<file path="src/rtl/multi_lane_dru_if.sv">
// Sample-window / recovered-word bundle between the sampler front-end,
// the multi-lane DRU and the word consumers.
interface multi_lane_dru_if #(
    parameter int LANES = 1,
    parameter int OUT_W = 10
);
    logic [8*LANES-1:0]     sample_window;
    logic [LANES-1:0]       bitslip;
    logic [OUT_W*LANES-1:0] out_data;
    logic [LANES-1:0]       out_valid;
    logic [2*LANES-1:0]     phase;
    logic [LANES-1:0]       phase_stable;

    modport master (
        output sample_window, bitslip,
        input  out_data, out_valid, phase, phase_stable
    );

    modport slave (
        input  sample_window, bitslip,
        output out_data, out_valid, phase, phase_stable
    );
endinterface

</file>
<file path="src/rtl/multi_lane_dru.sv">
// Multi-lane 4x-oversampling data recovery unit: per-lane eye-phase tracking,
// 1-3 bit extraction, bitslip, OUT_W-bit gearbox and phase-stability flag.
module multi_lane_dru #(
    parameter int LANES       = 1,
    parameter int OUT_W       = 10,
    parameter int LOCK_CYCLES = 64
) (
    input  logic            clk,
    input  logic            areset,
    multi_lane_dru_if.slave bus
);
    localparam int ACC_W  = OUT_W + 2;
    localparam int CNT_W  = $clog2(ACC_W + 1);
    localparam int STAB_W = $clog2(LOCK_CYCLES + 1);
    localparam logic [CNT_W-1:0]  OUT_W_C = CNT_W'(OUT_W);
    localparam logic [STAB_W-1:0] LOCK_C  = STAB_W'(LOCK_CYCLES);

    typedef enum logic [1:0] {
        P0 = 2'b00,
        P1 = 2'b01,
        P3 = 2'b11,
        P2 = 2'b10
    } phase_t;

    for (genvar k = 0; k < LANES; k++) begin : g_lane
        logic [7:0]        w_win;
        logic [7:0]        r_sw;
        logic              r_p7;
        logic              r_sw_vld;
        logic [3:0]        w_edge;
        phase_t            r_phase;
        phase_t            r_sp;
        logic [2:0]        w_bits;
        logic [1:0]        w_nbits;
        logic [2:0]        r_bits;
        logic [1:0]        r_nbits;
        logic              r_bits_vld;
        logic [STAB_W-1:0] r_stab;
        logic [1:0]        w_nin;
        logic [2:0]        w_in;
        logic              w_emit;
        logic [OUT_W-1:0]  w_word;
        logic [CNT_W-1:0]  w_rem_cnt;
        logic [ACC_W-1:0]  w_rem;
        logic [ACC_W-1:0]  w_acc_nxt;
        logic [CNT_W-1:0]  w_cnt_nxt;
        logic [ACC_W-1:0]  r_acc;
        logic [CNT_W-1:0]  r_cnt;
        logic [OUT_W-1:0]  r_word;
        logic              r_word_vld;

        assign w_win = bus.sample_window[8*k +: 8];

        // r_sw_vld keeps the all-zero reset window out of the FSM and the gearbox.
        // NOTE: sequential state uses non-blocking assignments so every register samples pre-edge values.
        always_ff @(posedge clk) begin
            if (areset) begin
                r_sw     <= '0;
                r_p7     <= 1'b0;
                r_sw_vld <= 1'b0;
            end else begin
                r_sw     <= w_win;
                r_p7     <= r_sw[7];
                r_sw_vld <= 1'b1;
            end
        end

        // Odd samples are inverted, so equal raw samples mean a data transition.
        assign w_edge[0] = (r_sw[0] == r_sw[1]) | (r_sw[4] == r_sw[5]);
        assign w_edge[1] = (r_sw[1] == r_sw[2]) | (r_sw[5] == r_sw[6]);
        assign w_edge[2] = (r_sw[2] == r_sw[3]) | (r_sw[6] == r_sw[7]);
        assign w_edge[3] = (r_sw[3] == r_sw[4]) | (r_p7 == r_sw[0]);

        // NOTE: defaults first in always_comb so no path leaves a variable unassigned (no latch).
        always_comb begin
            w_bits  = {1'b0, ~r_sw[1], ~r_sw[5]};
            w_nbits = 2'd2;
            case (r_phase)
                P0: begin
                    if (r_sp == P2) begin
                        w_bits  = {r_sw[0], r_sw[4], ~r_sw[7]};
                        w_nbits = 2'd3;
                    end else begin
                        w_bits = {1'b0, r_sw[0], r_sw[4]};
                    end
                end
                P3: w_bits = {1'b0, r_sw[2], r_sw[6]};
                P2: begin
                    if (r_sp == P0) begin
                        w_bits  = {2'b00, ~r_sw[3]};
                        w_nbits = 2'd1;
                    end else begin
                        w_bits = {1'b0, ~r_sw[3], ~r_sw[7]};
                    end
                end
                default: ;
            endcase
        end

        always_ff @(posedge clk) begin
            if (areset) begin
                r_phase    <= P1;
                r_sp       <= P1;
                r_bits     <= '0;
                r_nbits    <= '0;
                r_bits_vld <= 1'b0;
                r_stab     <= '0;
            end else begin
                r_bits_vld <= r_sw_vld;
                if (r_sw_vld) begin
                    r_sp    <= r_phase;
                    r_bits  <= w_bits;
                    r_nbits <= w_nbits;
                    case (r_phase)
                        P0: begin
                            if (w_edge[3])      r_phase <= P1;
                            else if (w_edge[0]) r_phase <= P2;
                        end
                        P1: begin
                            if (w_edge[0])      r_phase <= P3;
                            else if (w_edge[1]) r_phase <= P0;
                        end
                        P2: begin
                            if (w_edge[2])      r_phase <= P0;
                            else if (w_edge[3]) r_phase <= P3;
                        end
                        P3: begin
                            if (w_edge[1])      r_phase <= P2;
                            else if (w_edge[2]) r_phase <= P1;
                        end
                        default: r_phase <= P1;
                    endcase
                    if (r_phase != r_sp) begin
                        r_stab <= '0;
                    end else if (r_stab != LOCK_C) begin
                        r_stab <= r_stab + 1'b1;
                    end
                end
            end
        end

        // Accumulator is right-aligned: earliest held bit sits at position r_cnt-1.
        always_comb begin
            w_nin = 2'd0;
            w_in  = 3'd0;
            if (r_bits_vld) begin
                w_nin = r_nbits - {1'b0, bus.bitslip[k]};
                w_in  = r_bits & ((3'd1 << w_nin) - 3'd1);
            end
            w_emit    = (r_cnt >= OUT_W_C);
            w_word    = r_word;
            w_rem_cnt = r_cnt;
            w_rem     = r_acc;
            if (w_emit) begin
                w_word    = OUT_W'(r_acc >> (r_cnt - OUT_W_C));
                w_rem_cnt = r_cnt - OUT_W_C;
                w_rem     = r_acc & ((ACC_W'(1) << w_rem_cnt) - ACC_W'(1));
            end
            w_acc_nxt = (w_rem << w_nin) | ACC_W'(w_in);
            w_cnt_nxt = w_rem_cnt + CNT_W'(w_nin);
        end

        always_ff @(posedge clk) begin
            if (areset) begin
                r_acc      <= '0;
                r_cnt      <= '0;
                r_word     <= '0;
                r_word_vld <= 1'b0;
            end else begin
                r_acc      <= w_acc_nxt;
                r_cnt      <= w_cnt_nxt;
                r_word     <= w_word;
                r_word_vld <= w_emit;
            end
        end

        assign bus.out_data[OUT_W*k +: OUT_W] = r_word;
        assign bus.out_valid[k]               = r_word_vld;
        assign bus.phase[2*k +: 2]            = r_phase;
        assign bus.phase_stable[k]            = (r_stab == LOCK_C);
    end
endmodule

</file>
<file path="src/flat_wrapper.sv">
// flat-port wrapper written by rule: the top's interface ports become plain ports
module multi_lane_dru_flat 
#(
    parameter int LANES       = 1,
    parameter int OUT_W       = 10,
    parameter int LOCK_CYCLES = 64
)
  (clk, areset, bus_sample_window, bus_bitslip, bus_out_data, bus_out_valid, bus_phase, bus_phase_stable);
  multi_lane_dru_if #(.LANES(LANES), .OUT_W(OUT_W)) bus_i ();
  input  logic clk;
  input  logic areset;
  input wire logic [$bits(bus_i.sample_window)-1:0] bus_sample_window;
  input wire logic [$bits(bus_i.bitslip)-1:0] bus_bitslip;
  output wire logic [$bits(bus_i.out_data)-1:0] bus_out_data;
  output wire logic [$bits(bus_i.out_valid)-1:0] bus_out_valid;
  output wire logic [$bits(bus_i.phase)-1:0] bus_phase;
  output wire logic [$bits(bus_i.phase_stable)-1:0] bus_phase_stable;
  assign bus_i.sample_window = bus_sample_window;
  assign bus_i.bitslip = bus_bitslip;
  assign bus_out_data = bus_i.out_data;
  assign bus_out_valid = bus_i.out_valid;
  assign bus_phase = bus_i.phase;
  assign bus_phase_stable = bus_i.phase_stable;
  multi_lane_dru #(.LANES(LANES), .OUT_W(OUT_W), .LOCK_CYCLES(LOCK_CYCLES)) u_core (.clk(clk), .areset(areset), .bus(bus_i));
endmodule
</file>
<file path="config.mk">
export PLATFORM = sky130hd
export DESIGN_NAME = multi_lane_dru_flat
export DESIGN_NICKNAME = d
export VERILOG_FILES = /design/src/rtl/multi_lane_dru_if.sv /design/src/rtl/multi_lane_dru.sv /design/src/flat_wrapper.sv
export SDC_FILE = /design/constraint.sdc
export NUM_CORES = 1
export LEC_CHECK = 0
export BUFFER_PORTS_ARGS = -buffer_cell sky130_fd_sc_hd__buf_2
export CORE_UTILIZATION = 51
export CTS_CLUSTER_DIAMETER = 200
export DETAILED_ROUTE_END_ITERATION = 8
export PLACE_DENSITY = 0.69
export SETUP_SLACK_MARGIN = 0.5
export SLEW_MARGIN = 20
export SYNTH_ARGS = -nofsm -noshare
export SYNTH_HDL_FRONTEND = slang
export SYNTH_SLANG_ARGS = --single-unit
</file>
<file path="constraint.sdc">
create_clock -name clk -period 9.3 [get_ports clk]
set_input_delay 1.86 -clock clk [delete_from_list [all_inputs] [get_ports clk]]
set_output_delay 1.86 -clock clk [all_outputs]
set_load 0.02 [all_outputs]
</file>
==> results.yml, run 1 <==
setup_path:
  setup.worst_path.end_class: "flop"
  worst-path-max-fanout: 14
  crit_arrival_ns: 3.97
  r2r_slack_ns: 5.78
  critPathKind: "in2reg"
  cp-start-kind: "input pin"
  cp.required_ns: 9.47
placement:
  port_buffers: 24
  place_congestion: 0.890
  post-dp-hpwl_um: 4770
clock_tree:
  htreeDepth: 2
  cts_root_buf: "clkbuf_8"
  cts_resized: 0
  insertion_delay_ns: 0.31
  clockBufferDepth: 2
  holdBufCountCts: 0
  numCtsBuffers: 5
  clk_transition_reported_paths_ns: 0.10
  cts_tree: "done"
  postCtsSetupBuffers: 0
  cts_num_sinks: 54
floorplan:
  fp.dieH_um: 81.2
  core_um2: 5990
  ios: 25
  start_util: 0.534
  fp.dieW_um: 81.2
  num_rows: 28
  dieArea_um2: 6590
synthesis:
  synth_seq_cells: 54
  synth.distinct_cells: 51
  yosysWarnings: 0
  synth_edf_count: 0
  avgSynthCellArea_um2: 8.37
  async_flop_share: 0
  ys.flop_type: "dfxtp_1"
  syn_inst: 382
  synthesis.nets: 401
  synth_area_um2: 3200
  ys_seq_area_frac: 0.338
timing:
  min_period_over_period: 0.408
  slew_headroom: 0.352
  rsz0062_at_grt: "no"
  fin_setup_tns_ns: 0
  fmax_mhz: 263
  setup_violations: 0
  fin_crit_ns: 3.80
  tightest_slew_ns: 0.971
  hold_violations: 0
  finalClockSkew_ns: 0.00899
  drv_slew: 0
power_and_ir_drop:
  finalPower_w: 0.000508
  irDropWorstVdd_v: 0.0000764
  leakage_nw: 1.26
  p_per_area_nw_per_um2: 149
routing:
  drt.antenna.violating_nets: 0
  drtIter0Drc: 148
  first_pass_iters: 5
  routedWlPerCell_um: 14.5
  avgViaCountPerCell: 5.96
  drc_errors: 0
  totalWireLength_um: 6730
  vias: 2758
grt:
  antenna_found_initial: 0
  grt-ovfl-total: 0
  grt_max_degree: 46
  grt_usage: 0.218
  grt_first_pass_wirelength_um: 11200
  grt_pass1_vias: 2305
layout:
  drive_above_1_share: 0.119
  multiInputGateArea_um2: 1930
  regArea_um2: 1080
  fin_nets: 406
  area_growth_pct: 6.81
  final.fill_count: 551
  antenna_cells: 0
flow_run:
  cap_violations: 0
run_status:
  status: "completed"
hold_path:
  min-delay-path-class: "reg2reg"
## final timing paths
check                                          end  cells after the start                                 start
min reg2reg    u_core.bus.out_data[5]$_SDFFE_PP0N_                      2   u_core.bus.out_data[5]$_SDFFE_PP0N_
min            u_core.bus.out_data[5]$_SDFFE_PP0N_                      2   u_core.bus.out_data[5]$_SDFFE_PP0N_
max reg2reg  u_core.g_lane[0].r_acc[10]$_SDFF_PP0_                     10  u_core.g_lane[0].r_cnt[2]$_SDFF_PP0_
max           u_core.g_lane[0].r_cnt[3]$_SDFF_PP0_                     11                           bus_bitslip
## flip-flops by register name (all words and copies together) (netlist names), 2 cells and up
name                   flops
u_core.g_lane.r_acc       12
u_core.bus.out_data       10
u_core.g_lane.r_sw         8
u_core.g_lane.r_stab       7
u_core.g_lane.r_cnt        4
u_core.g_lane.r_bits       3
u_core.bus.phase           2
u_core.g_lane.r_nbits      2
u_core.g_lane.r_sp         2
## placed cells by master, fill, tap and decap left out, types with 10 or more instances in the layout
cell      synthesis  final
nor3_1           10     10
o21ai_0          20     20
inv_1            16     16
xnor2_1          11     11
mux2i_1          15     15
nor2_1           45     45
buf_2             9     24
nor2b_1          13     13
a211oi_1         13     13
nand2_1          26     26
a21oi_1          25     25
dfxtp_1          54     54
xor2_1           10     10
## cells by family (layout without fill, tap and decap cells)
logic type / Yosys count / after routing / share of synthesized area
simple gates: 128 / 128 / 0.194
buf+inv: 44 / 50 / 0.0587
flops: 54 / 54 / 0.338
xor+xnor: 21 / 21 / 0.0575
fa+ha+maj: 8 / 8 / 0.0336
mux: 25 / 25 / 0.110
compound gates: 102 / 102 / 0.207
## synth_stat cells (all sizes together) (3+ instances only)
library cell  count  area (um^2)
nand4             3         18.8
mux4              8          180
mux2i            15          150
dfxtp            54         1080
o21a              5         37.5
o21ai            21          105
nand3             8         40.0
ha                7         87.6
nor2             45          169
buf              12         67.6
a22oi             3         22.5
inv              16         60.1
a211oi           13         97.6
xor2             10         87.6
nor2b            13         81.3
xnor2            11         96.3
nand2            26         97.6
a311oi            4         35.0
clkbuf           16         60.1
a31oi             8         50.1
o31ai             4         30.0
a221oi            3         26.3
o211ai            3         22.5
a21oi            25          125
nor3             10         50.1
nand2b            8         50.1
## where the power goes
part	internal, W	switching (W)	leakage [nW]
clock network	0.0000822	0.0000805	0.0591
logic	0.0000374	0.0000484	0.756
registers	0.000241	0.0000180	0.441
total	0.000361	0.000147	1.26
## cell type report
cell class              instances  share of cell area
inverters                      16              0.0176
flip-flops and latches         54               0.316
well taps                      75              0.0275
clock buffers                   5              0.0201
repair buffers                 26              0.0396
multi-input cells             284               0.565
clock inverters                 3              0.0139
## per-stage QoR
step           std cells  setup slack [ns]  area (um^2)  hold slack [ns]  utilization
4_1_cts              463              5.54         3420            0.456        0.570
3_5_place_dp         455              5.21         3300            0.443        0.551
5_1_grt              463              5.25         3420            0.486        0.570
3_3_place_gp         455              5.27         3300            0.436        0.551
6_report             463              5.50         3420            0.456        0.570
2_1_floorplan        382              5.68         3200            0.446            -
## critical path, cell delays in order
cell     delay [ns]
buf_2          0.10
ha_1           0.19
xor2_1         0.14
nand2_1        0.35
inv_1          0.33
ha_1           0.37
a21oi_1        0.17
nor2_1         0.07
xnor2_1        0.15
o21ai_0        0.15
a21oi_1        0.08
## metal layers
metal,wire [um],GRT usage,part of all wire
met1,3250,0.313,0.48
met2,3090,0.334,0.46
met3,316,0.0438,0.047
met4,79,0.0536,0.012
met5,0,0,0
Note: power is estimated with default switching activity, not from simulation.
==> run 2: changes to the inputs <==
Settings changed: ABC_AREA set to 1, PLACE_DENSITY 0.69 to 0.72.
Clock period 9.3 ns to 3.3 ns, I/O delays scaled along.
==> results.yml, run 2 <==
run_status:
  status: "completed"
placement:
  place_congestion: 0.931
  post-dp-hpwl_um: 5610
  port_buffers: 24
  pre_cts_ws_ns: 0.851
layout:
  final.fill_count: 610
  antenna_cells: 0
  largest_register_ffs: 12
  top_register: "u_core.g_lane.r_acc"
  final_cell_mix: "nand2_1, inv_1, dfxtp_1, nor2_1, nand3_1"
  fin_nets: 521
  area_growth_pct: 8.60
  multiInputGateArea_um2: 1780
  drive_above_1_share: 0.125
  layout_commonest_cell: "nand2_1"
  regArea_um2: 1080
clock_tree:
  clk_transition_reported_paths_ns: 0.11
  cts_num_sinks: 54
  cts_root_buf: "clkbuf_8"
  cts_resized: 0
  htreeDepth: 2
  clockBufferDepth: 2
  cts_tree: "done"
  insertion_delay_ns: 0.31
  numCtsBuffers: 5
  postCtsSetupBuffers: 0
  holdBufCountCts: 0
routing:
  totalWireLength_um: 7380
  routedWlPerCell_um: 12.8
  avgViaCountPerCell: 5.31
  drt.antenna.violating_nets: 0
  drtIter0Drc: 220
  first_pass_iters: 5
  drc_errors: 0
  vias: 3068
timing:
  finalClockSkew_ns: 0.00745
  drv_slew: 0
  fin_crit_ns: 2.51
  min_period_over_period: 0.759
  fmax_mhz: 399
  hold_slack_ns: 0.467
  hold_violations: 0
  setup_violations: 0
  slew_headroom: 0.599
  layout_setup_ws_ns: 0.794
  tightest_slew_ns: 0.598
  rsz0062_at_grt: "no"
  fin_setup_tns_ns: 0
setup_path:
  cp-start-kind: "flop"
  critPathKind: "reg2reg"
  cp.required_ns: 3.55
  rr_worst_depth: 15
  worst-path-max-fanout: 8
  crit_arrival_ns: 2.76
  setup.worst_path.end_class: "flop"
synthesis:
  ys.flop_type: "dfxtp_1"
  ys_seq_area_frac: 0.338
  synth_edf_count: 0
  synth_seq_cells: 54
  syn_inst: 480
  avgSynthCellArea_um2: 6.67
  synth_common_cells: "nand2_1, inv_1, dfxtp_1, nor2_1, nand3_1"
  synth_top_area_share: 0.338
  synth_most_common_cell: "nand2_1"
  yosysWarnings: 0
  yosys-top-cells-area: "dfxtp_1, nand2_1, nand3_1"
  synthesis.nets: 499
  synth.distinct_cells: 44
  yosysTopAreaCell: "dfxtp_1"
  async_flop_share: 0
  synth_area_um2: 3200
power_and_ir_drop:
  leakage_nw: 1.67
  p_per_area_nw_per_um2: 404
  finalPower_w: 0.00140
  irDropWorstVdd_v: 0.000263
floorplan:
  ios: 25
  dieArea_um2: 6600
  fp.dieH_um: 81.2
  start_util: 0.534
  core_um2: 5990
  num_rows: 28
  fp.dieW_um: 81.2
grt:
  antenna_found_initial: 0
  grt_max_degree: 22
  grt_usage: 0.238
  grt-ovfl-total: 0
  grt_pass1_vias: 2651
  grt_first_pass_wirelength_um: 12000
hold_path:
  min-delay-path-class: "reg2reg"
  hold_depth: 2
flow_run:
  cap_violations: 0
[run 2: metrics by stage]
| stage | std cells | util | area (um^2) |
|---|---|---|---|
| floorplan | 480 | - | 3200 |
| global placement | 570 | 0.564 | 3380 |
| detailed placement | 570 | 0.564 | 3380 |
| CTS | 578 | 0.580 | 3480 |
| global route | 578 | 0.580 | 3480 |
| finish | 578 | 0.580 | 3480 |
[run 2: path summary, 6_finish.rpt]
kind	startpoint	endpoint	slack (ns)
worst max-delay path	u_core.g_lane[0].r_cnt[2]$_SDFF_PP0_	u_core.g_lane[0].r_acc[10]$_SDFF_PP0_	0.79
worst min-delay path	u_core.g_lane[0].r_stab[6]$_SDFFE_PP0P_	u_core.g_lane[0].r_stab[6]$_SDFFE_PP0P_	0.47
worst max register to register	u_core.g_lane[0].r_cnt[2]$_SDFF_PP0_	u_core.g_lane[0].r_acc[10]$_SDFF_PP0_	0.79
worst min register to register	u_core.g_lane[0].r_stab[6]$_SDFFE_PP0P_	u_core.g_lane[0].r_stab[6]$_SDFFE_PP0P_	0.47
[run 2: worst max-delay path: stages, from the launching register on]
cell and delay (ns):
dfxtp_1 0.39, inv_1 0.07, ha_1 0.50, inv_2 0.17
nor2_4 0.17, nand2_1 0.09, ha_1 0.22, inv_1 0.17
nand3_1 0.10, nand2_1 0.06, inv_1 0.05, nand2_1 0.09
nand3_1 0.07, nand2_1 0.10, nand2_1 0.06, a21oi_1 0.13
[run 2: logic make-up (layout without fill, tap and decap cells)]
kind of cell,after synthesis,in the layout,share of synthesized area
simple gates,242,242,0.333
xor+xnor,10,10,0.0274
buf+inv,82,105,0.105
mux,5,5,0.0156
compound gates,79,79,0.148
fa+ha+maj,8,8,0.0336
flops,54,54,0.338
[run 2: power by group]
| group | switching [W] | internal (W) |
|---|---|---|
| combinational | 0.000189 | 0.000101 |
| sequential | 0.0000307 | 0.000683 |
| clock | 0.000241 | 0.000158 |
[run 2: metal layers]
layer,GRT usage,share of wire
met1,0.344,0.51
met5,0,0
met2,0.360,0.43
met4,0.0607,0.0069
met3,0.0438,0.051
[run 2: layout make-up]
| class | count | share of cell area |
|---|---|---|
| Clock buffer | 5 | 0.0198 |
| Inverter | 66 | 0.0713 |
| Multi-Input combinational cell | 344 | 0.513 |
| Sequential cell | 54 | 0.311 |
| Clock inverter | 3 | 0.00828 |
| Timing Repair Buffer | 31 | 0.0497 |
| Tap cell | 75 | 0.0270 |
==> run 3: changes to the inputs <==
Settings changed: ABC_AREA 1 to 0, PLACE_DENSITY 0.72 to 0.69.
Clock period 3.3 ns to 2.4 ns, I/O delays scaled along.
==> results.yml, run 3 (same netlist as run 1, synthesis figures left out) <==
routing:
  first_pass_iters: 5
  drc_errors: 0
  routedWlPerCell_um: 17.1
  vias: 3011
  drtIter0Drc: 375
  avgViaCountPerCell: 6.03
  drt.antenna.violating_nets: 0
  totalWireLength_um: 8520
clock_tree:
  numCtsBuffers: 5
  cts_tree: "done"
  insertion_delay_ns: 0.32
  cts_num_sinks: 54
  cts_root_buf: "clkbuf_8"
  holdBufCountCts: 0
  clk_transition_reported_paths_ns: 0.10
  htreeDepth: 2
  clockBufferDepth: 2
floorplan:
  fp.dieW_um: 81.2
  dieArea_um2: 6590
  start_util: 0.534
  fp.dieH_um: 81.2
  ios: 25
  num_rows: 28
  core_um2: 5990
power_and_ir_drop:
  p_per_area_nw_per_um2: 508
  pwr-share-comb: 0.237
  internal-power_w: 0.00140
  irDropWorstVdd_v: 0.000342
  p_switching_w: 0.000645
  switching_share: 0.316
  p_seq_frac: 0.489
  leakage_nw: 1.48
  power_frac_clock: 0.273
placement:
  place_congestion: 0.876
  placedCellCount: 473
  placed_area_um2: 3540
  port_buffers: 24
  post-dp-hpwl_um: 5510
layout:
  drive_above_1_share: 0.309
  fin_nets: 442
  finish.utilization: 0.670
  top_register: "u_core.g_lane.r_acc"
  antenna_cells: 0
  fin_cells: 499
  largest_register_ffs: 12
  final_cell_mix: "dfxtp_1, nor2_1, buf_4, nand2_1, buf_2"
  layout_commonest_cell: "dfxtp_1"
  area_growth_pct: 25.5
  design_area_um2: 4010
setup_path:
  cp-startpoint: "u_core.g_lane[0].r_cnt[1]$_SDFF_PP0_"
  rr_worst_depth: 10
  cp.required_ns: 2.64
  path_cells: "inv_6, ha_4, and3_4, nand2_4, ha_4, or4b_4, a31oi_4, o21a_1, nand2_1, a211oi_2"
  worst-path-max-fanout: 6
  setup.worst_path.end_class: "flop"
  cpLargestDelayFamily: "simple AND/OR/NAND/NOR gates"
  critical_path.most_common_cell: "ha_4"
  r2r_slack_ns: 0.12
  crit_arrival_ns: 2.52
  critPathKind: "reg2reg"
  cp-start-kind: "flop"
  critPathBufInv: 1
  path_depth: 10
  crit_slowest_cell: "or4b_4"
  reg2reg_from: "u_core.g_lane[0].r_cnt[1]$_SDFF_PP0_"
  endpoint: "u_core.g_lane[0].r_acc[10]$_SDFF_PP0_"
  reg2reg_to: "u_core.g_lane[0].r_acc[10]$_SDFF_PP0_"
  max_stage_delay_ns: 0.52
grt:
  antenna_found_initial: 0
  grt_pass1_vias: 2745
  grt_usage: 0.260
  grt_first_pass_wirelength_um: 13000
  grt-ovfl-total: 0
  grt_max_degree: 31
timing:
  min_period_over_period: 0.951
  finalClockSkew_ns: 0.00682
  hold_violations: 0
  rsz0062_at_grt: "yes"
  slew_headroom: 0.601
  tightest_slew_ns: 0.598
  fmax_mhz: 438
  setup_violations: 0
  drv_slew: 0
  fin_crit_ns: 2.28
  hold_slack_ns: 0.359
flow_run:
  cap_violations: 0
hold_path:
  min-delay-path-class: "in2reg"
  hold_start: "bus_sample_window[1]"
run_status:
  status: "completed"
[run 3: changes by cell type in the layout (fill, tap and decap cells not counted), sizes merged, moves of 9 or more]
cell    change
nand2      -96
inv        -50
nand3      -39
buf        +31
nor2b      +13
a211oi     +12
o21ai      -12
mux2i      +10
nor2        -9
[run 3: how the worst min path moves through the flow]
stage                     slack [ns]  depth (start not counted)                                       to
after CTS                       0.36                          2      u_core.g_lane[0].r_sw[1]$_SDFF_PP0_
after global routing            0.37                          2      u_core.g_lane[0].r_sw[5]$_SDFF_PP0_
after global placement          0.44                          2      u_core.bus.out_data[5]$_SDFFE_PP0N_
after floorplan                 0.45                          2  u_core.g_lane[0].r_bits[2]$_SDFFE_PP0P_
final                           0.36                          2      u_core.g_lane[0].r_sw[1]$_SDFF_PP0_
after detailed placement        0.45                          2      u_core.bus.out_data[1]$_SDFFE_PP0N_
[run 3: through the flow]
step                power [W]  worst slack (ns)  setup TNS [ns]
floorplan             0.00132            -0.147          -0.279
finish                0.00204             0.118               0
detailed placement    0.00141            0.0812               0
CTS                   0.00199             0.194               0
global route          0.00213            0.0454               0
global placement      0.00140             0.129               0
[run 3: layout make-up]
class / count / area [um^2]
Fill cell: 459 / 1980
Sequential cell: 54 / 1090
Tap cell: 75 / 93.8
Inverter: 16 / 70.1
Multi-Input combinational cell: 284 / 2210
Timing Repair Buffer: 62 / 447
Clock inverter: 2 / 17.5
Clock buffer: 6 / 82.6
[run 3: what timing repair did]
action                     CTS  global route
pin swaps                   17            12
setup endpoints to repair   16            22
buffers inserted            11             7
gates resized for setup     31            23
[run 3: power groups by stage]
stage	Clock [W]	Sequential (W)	Combinational, W
after floorplan	0	0.000992	0.000332
after global placement	0	0.00101	0.000389
after detailed placement	0	0.00102	0.000396
after CTS	0.000562	0.000995	0.000434
after global routing	0.000598	0.00101	0.000525
final	0.000558	0.000998	0.000485
[run 3: metal layers]
layer,wire [um],vias up,track usage
li1,-,1455,-
met1,3710,1417,0.340
met2,4090,116,0.424
met3,492,23,0.0483
met4,233,0,0.0964
met5,0,-,0
